===== config.mk =====
export PLATFORM = sky130hd
export DESIGN_NAME = div_share_ctrl
export DESIGN_NICKNAME = d
export VERILOG_FILES = /design/src/rtl/div_share_ctrl.sv
export SDC_FILE = /design/constraint.sdc
export NUM_CORES = 1
export LEC_CHECK = 0
export ABC_AREA = 1
export CORE_AREA = 2 2 182 184
export CTS_BUF_LIST = sky130_fd_sc_hd__clkbuf_4 sky130_fd_sc_hd__clkbuf_8 sky130_fd_sc_hd__clkbuf_16
export DETAILED_ROUTE_END_ITERATION = 12
export DIE_AREA = 0 0 184 186
export GPL_TIMING_DRIVEN = 0
export SYNTH_ARGS = -nofsm -noshare
export SYNTH_HDL_FRONTEND = slang
export SYNTH_SLANG_ARGS = --single-unit

===== constraint.sdc =====
create_clock -name clk -period 9.6 [get_ports clk]
set_clock_uncertainty 0.1 [all_clocks]
set_input_delay 1.92 -clock clk [delete_from_list [all_inputs] [get_ports clk]]
set_output_delay 1.92 -clock clk [all_outputs]
set_load 0.01 [all_outputs]

===== src/rtl/div_share_ctrl.sv =====
`default_nettype none
// ============================================================================
// Module   : div_share_ctrl
// Purpose  : Round-robin arbiter and sequencer sharing one iterative 32-bit
//            divider among NUM_REQ requesters. One transaction is in flight
//            at a time; results are returned with the winner's ID over a
//            held response channel.
// Options  : DIV_ZERO_BYPASS_EN - zero-divisor requests skip the divider and
//            respond the cycle after accept.
// Revision : 1.0 - initial release
// ============================================================================
module div_share_ctrl #(
    parameter int NUM_REQ = 4,
    parameter int ID_W    = $clog2(NUM_REQ)
) (
    input  logic                   clk,
    input  logic                   reset,
    input  logic [NUM_REQ-1:0]     req_valid,
    input  logic [NUM_REQ*32-1:0]  req_dividend,
    input  logic [NUM_REQ*32-1:0]  req_divisor,
    output logic [NUM_REQ-1:0]     req_ready,
    output logic                   rsp_valid,
    output logic [ID_W-1:0]        rsp_id,
    output logic [31:0]            rsp_quotient,
    output logic [31:0]            rsp_remainder,
    output logic                   rsp_error,
    input  logic                   rsp_ready,
    output logic                   div_start,
    output logic [31:0]            div_dividend,
    output logic [31:0]            div_divisor,
    input  logic                   div_rdy,
    input  logic [31:0]            div_quotient,
    input  logic [31:0]            div_remainder,
    output logic                   busy
);

    localparam logic [1:0] S_IDLE = 2'd0;
    localparam logic [1:0] S_LOAD = 2'd1;
    localparam logic [1:0] S_RUN  = 2'd2;
    localparam logic [1:0] S_RESP = 2'd3;

    logic [1:0]      r_state;
    logic [ID_W-1:0] r_rr;
    logic [ID_W-1:0] r_grant;
    logic [31:0]     r_dividend;
    logic [31:0]     r_divisor;
    logic [31:0]     r_quotient;
    logic [31:0]     r_remainder;
    logic            r_error;

    logic            w_found;
    logic            w_hi_found;
    logic [ID_W-1:0] w_hi_idx;
    logic [ID_W-1:0] w_lo_idx;
    logic [ID_W-1:0] w_gnt;
    logic [31:0]     w_sel_dividend;
    logic [31:0]     w_sel_divisor;
    logic [ID_W-1:0] w_rr_next;

    // Round-robin search: lowest valid index at or above the pointer wins,
    // otherwise the lowest valid index overall (wrap-around).
    always_comb begin
        w_found    = 1'b0;
        w_hi_found = 1'b0;
        w_hi_idx   = '0;
        w_lo_idx   = '0;
        for (int i = NUM_REQ - 1; i >= 0; i--) begin
            if (req_valid[i]) begin
                w_found  = 1'b1;
                w_lo_idx = ID_W'(i);
                if (i >= int'(r_rr)) begin
                    w_hi_found = 1'b1;
                    w_hi_idx   = ID_W'(i);
                end
            end
        end
        w_gnt = w_hi_found ? w_hi_idx : w_lo_idx;
    end

    // Operand mux for the requester currently being granted.
    always_comb begin
        w_sel_dividend = '0;
        w_sel_divisor  = '0;
        for (int i = 0; i < NUM_REQ; i++) begin
            if (ID_W'(i) == w_gnt) begin
                w_sel_dividend = req_dividend[32*i +: 32];
                w_sel_divisor  = req_divisor[32*i +: 32];
            end
        end
    end

    assign w_rr_next = (r_grant == ID_W'(NUM_REQ - 1)) ? '0 : r_grant + ID_W'(1);

    // Transaction sequencer: accept, start divider, wait, capture, respond.
    always_ff @(posedge clk or posedge reset) begin
        if (reset) begin
            r_state     <= S_IDLE;
            r_rr        <= '0;
            r_grant     <= '0;
            r_dividend  <= '0;
            r_divisor   <= '0;
            r_quotient  <= '0;
            r_remainder <= '0;
            r_error     <= 1'b0;
        end else begin
            case (r_state)
                S_IDLE: begin
                    if (w_found) begin
                        r_grant    <= w_gnt;
                        r_dividend <= w_sel_dividend;
                        r_divisor  <= w_sel_divisor;
                        r_error    <= (w_sel_divisor == 32'd0);
`ifdef DIV_ZERO_BYPASS_EN
                        if (w_sel_divisor == 32'd0) begin
                            // Result of a divide-by-zero is known up front.
                            r_quotient  <= 32'hFFFF_FFFF;
                            r_remainder <= w_sel_dividend;
                            r_state     <= S_RESP;
                        end else begin
                            r_state <= S_LOAD;
                        end
`else
                        r_state <= S_LOAD;
`endif
                    end
                end
                S_LOAD: begin
                    r_state <= S_RUN;
                end
                S_RUN: begin
                    if (div_rdy) begin
                        r_quotient  <= div_quotient;
                        r_remainder <= div_remainder;
                        r_state     <= S_RESP;
                    end
                end
                S_RESP: begin
                    if (rsp_ready) begin
                        r_rr    <= w_rr_next;
                        r_state <= S_IDLE;
                    end
                end
                default: begin
                    r_state <= S_IDLE;
                end
            endcase
        end
    end

    // Divider start level: one pulse in LOAD, then held while the divider is
    // busy so it is dropped in the very cycle div_rdy returns (no reload).
    always_comb begin
        div_start = 1'b0;
        case (r_state)
            S_LOAD:  div_start = 1'b1;
            S_RUN:   div_start = ~div_rdy;
            default: div_start = 1'b0;
        endcase
    end

    assign req_ready     = (r_state == S_IDLE && w_found && !reset)
                           ? (NUM_REQ'(1) << w_gnt) : '0;
    assign rsp_valid     = (r_state == S_RESP);
    assign rsp_id        = r_grant;
    assign rsp_quotient  = r_quotient;
    assign rsp_remainder = r_remainder;
    assign rsp_error     = r_error;
    assign div_dividend  = r_dividend;
    assign div_divisor   = r_divisor;
    assign busy          = (r_state != S_IDLE);

endmodule
`default_nettype wire


==> reports/metrics.cfg <==
[status]
status = finished clean

[die]
die-height_um = 186
rows = 66
ioPinCount = 466
start_util_pct = 22.3
die_x_um = 184
dieArea_sq_um = 34200
coreArea_sq_um = 32200

[hold_path]
hold_depth = 2
min-delay-path-class = flop to flop
hold_end = div_divisor[6]
hp-start = div_divisor[6]

[layout]
fin_area_sq_um = 13000
fin_util_pct = 40.3
n_antenna_cell = 0
final_cells = 1765
final_nets = 1677
layout-drive-gt1-share_pct = 9.87
area_growth_pct = 80.4

[global_routing]
grt_use_total_pct = 19.7
antenna_found_initial = 1
grt_pass1_vias = 8093
grt_pass1_wl_um = 49800
grt_overflow = 0
grt_max_degree = 89

[critical_path]
crit_path_max_fanout = 10
crit_chain = clkdlybuf4s50_1 > inv_1 > nand4_1 > nand2_1 > clkbuf_1 > inv_1 > clkbuf_1 > nand2_1 > nor2_1 > clkdlybuf4s50_1
criticalPathCategory = primary input to output port
crit_path_max_incr_delay_ns = 0.57
r2r_start = r_rr[0]
crit_arrival_ns = 4.72
reg2reg_slack_ns = 7.02
cp_slowest_cell = clkdlybuf4s50_1
required_ns = 7.58
reg2reg_to = rsp_error
reg2reg_depth = 16
end_kind = output port
worstSetupStartpointType = primary input

[sta]
period_share_pct = 70.2
finalSetupViolCount = 0
worstMarginPinSlew_ns = 0.747
max_slew_margin_pct = 50.2
maxSlewViolCount = 0
period_minus_slack_ns = 6.74
fin_ws_ns = 2.86
fmax_mhz = 148
rsz0062_at_grt = no
hold_viol = 0
whs_ns = 0.381

[route]
vias = 8266
postRouteAntennaNets = 0
drt_iter0_markers = 492
post_drt_wl_per_cell_um = 19.6
first_pass_iters = 5
routed_wl_um = 34700
viasPerCell = 4.68
drcViolationCount = 0

[clocking]
insertion_delay_ns = 0.42
cts_tree = built
post_cts_buffers = 0
ctsRootBufferMaster = clkbuf_16
clockBufferDepth = 2
clkSinkCount = 135
hold_buffers = 0
cts.clk_slew.worst_paths_ns = 0.06
cts_inserted_buffers = 17
h-tree-depth = 4
cts_resized = 0

[synth]
synth_ff_type = dfrtp_1
avgSynthCellArea_sq_um = 8.37
syn-cell-area_sq_um = 7190
ys_seq_elements = 135
syn-num-nets = 1192
yosys.area.top_type = dfrtp_1
synth-warning-count = 0
ys_top_cells_by_area = dfrtp_1 47%, mux2_2 10%, nand2_1 8.3%, nand3_1 6.4%, nor2_1 6.1%
synth_edf_count = 0
synthCells = 859
yosys-top-cells-count = 159 x nand2_1, 135 x dfrtp_1, 117 x nor2_1
synth.top_cell.area_share_pct = 47.0
yosysUniqueCellTypes = 26
synth_async_sr_flop_share_pct = 100
post-synth-top-count-cell = nand2_1
yosysSeqAreaShare_pct = 47.0

[power_and_ir_drop]
powerDensity_nw_per_um2 = 290
vdd_ir_drop_max_uv = 142
leakage_nw = 5.49

[placement]
placed_cells = 1733
placed_area_sq_um = 12400
post-dp-hpwl_um = 27800
portBuffers = 465
pre_cts_ws_ns = 2.79
globalplace.congestion = 0.914

[job]
cap_violations = 0

[logic make-up (layout without fill, tap and decap cells)]
group	after synthesis	after routing	synth area share (%)
adders and majority gates	5	5	0.870
and+or+nand+nor	431	431	26.5
DFF	135	135	47.0
AOI/OAI and AO/OA	107	107	8.81
buffers and inverters	117	615	6.79
muxes	64	64	10.0
[state kept, by name, summed over array words and instances (netlist names)]
name and cells:
rsp_error 1, div_divisor 32, div_dividend 32, r_state 2
r_rr 2, rsp_quotient 32, rsp_id 2, rsp_remainder 32
[worst max-delay path by stage]
stage | from | end | slack (ns)
2_1_floorplan | reset | req_ready[0] | 2.11
5_1_grt | req_valid[3] | req_ready[3] | 2.64
4_1_cts | req_valid[3] | req_ready[2] | 2.78
3_3_place_gp | reset | req_ready[2] | -0.65
6_report | req_valid[3] | req_ready[2] | 2.86
3_5_place_dp | req_valid[3] | req_ready[2] | 2.79
[layout make-up]
cell class              instances  area [sq um]
multi-input cells             607          3320
plain buffers                  60           274
repair buffers                466          4680
flip-flops and latches        135          3380
clock inverters                14           151
fillers                      3291         19200
well taps                     408           510
clock buffers                  18           433
inverters                      57           219
[worst max-delay path: cells and delay by family]
kind / cells / cell delay (ns)
simple gates: 4 / 0.66
buf+inv: 6 / 2.14
[report_power, final]
part / switching, mW / leakage, nW / internal [mW]
Sequential: 0.143 / 1.62 / 0.852
Combinational: 1.11 / 3.59 / 1.00
Clock: 0.269 / 0.278 / 0.387
[cell usage in the layout, fill, tap and decap left out, drive strengths merged, types with 6 or more instances in the layout]
| cell type | instances |
|---|---|
| o221ai | 14 |
| inv | 59 |
| mux2 | 64 |
| clkdlybuf4s50 | 465 |
| nand2 | 164 |
| o21ai | 50 |
| clkbuf | 53 |
| a21oi | 18 |
| clkinv | 6 |
| buf | 26 |
| nand3 | 92 |
| a31oi | 19 |
| nand4 | 54 |
| nor2 | 119 |
| dfrtp | 135 |
[per-layer routing]
metal / GRT usage (%) / up-vias / share of wire, %
met2: 33.3 / 402 / 48
li1: - / 3908 / -
met3: 4.42 / 44 / 7.2
met4: 5.34 / 2 / 1.8
met5: 0 / - / 0.037
met1: 25.3 / 3910 / 43
[metrics by stage]
| step | total power, mW | TNS [ns] |
|---|---|---|
| 2_1_floorplan | 2.01 | 0 |
| 3_3_place_gp | 3.11 | -2.51 |
| 3_5_place_dp | 3.14 | 0 |
| 4_1_cts | 3.82 | 0 |
| 5_1_grt | 4.05 | 0 |
| 6_report | 3.76 | 0 |
Note: power is estimated with default switching activity, not from simulation.
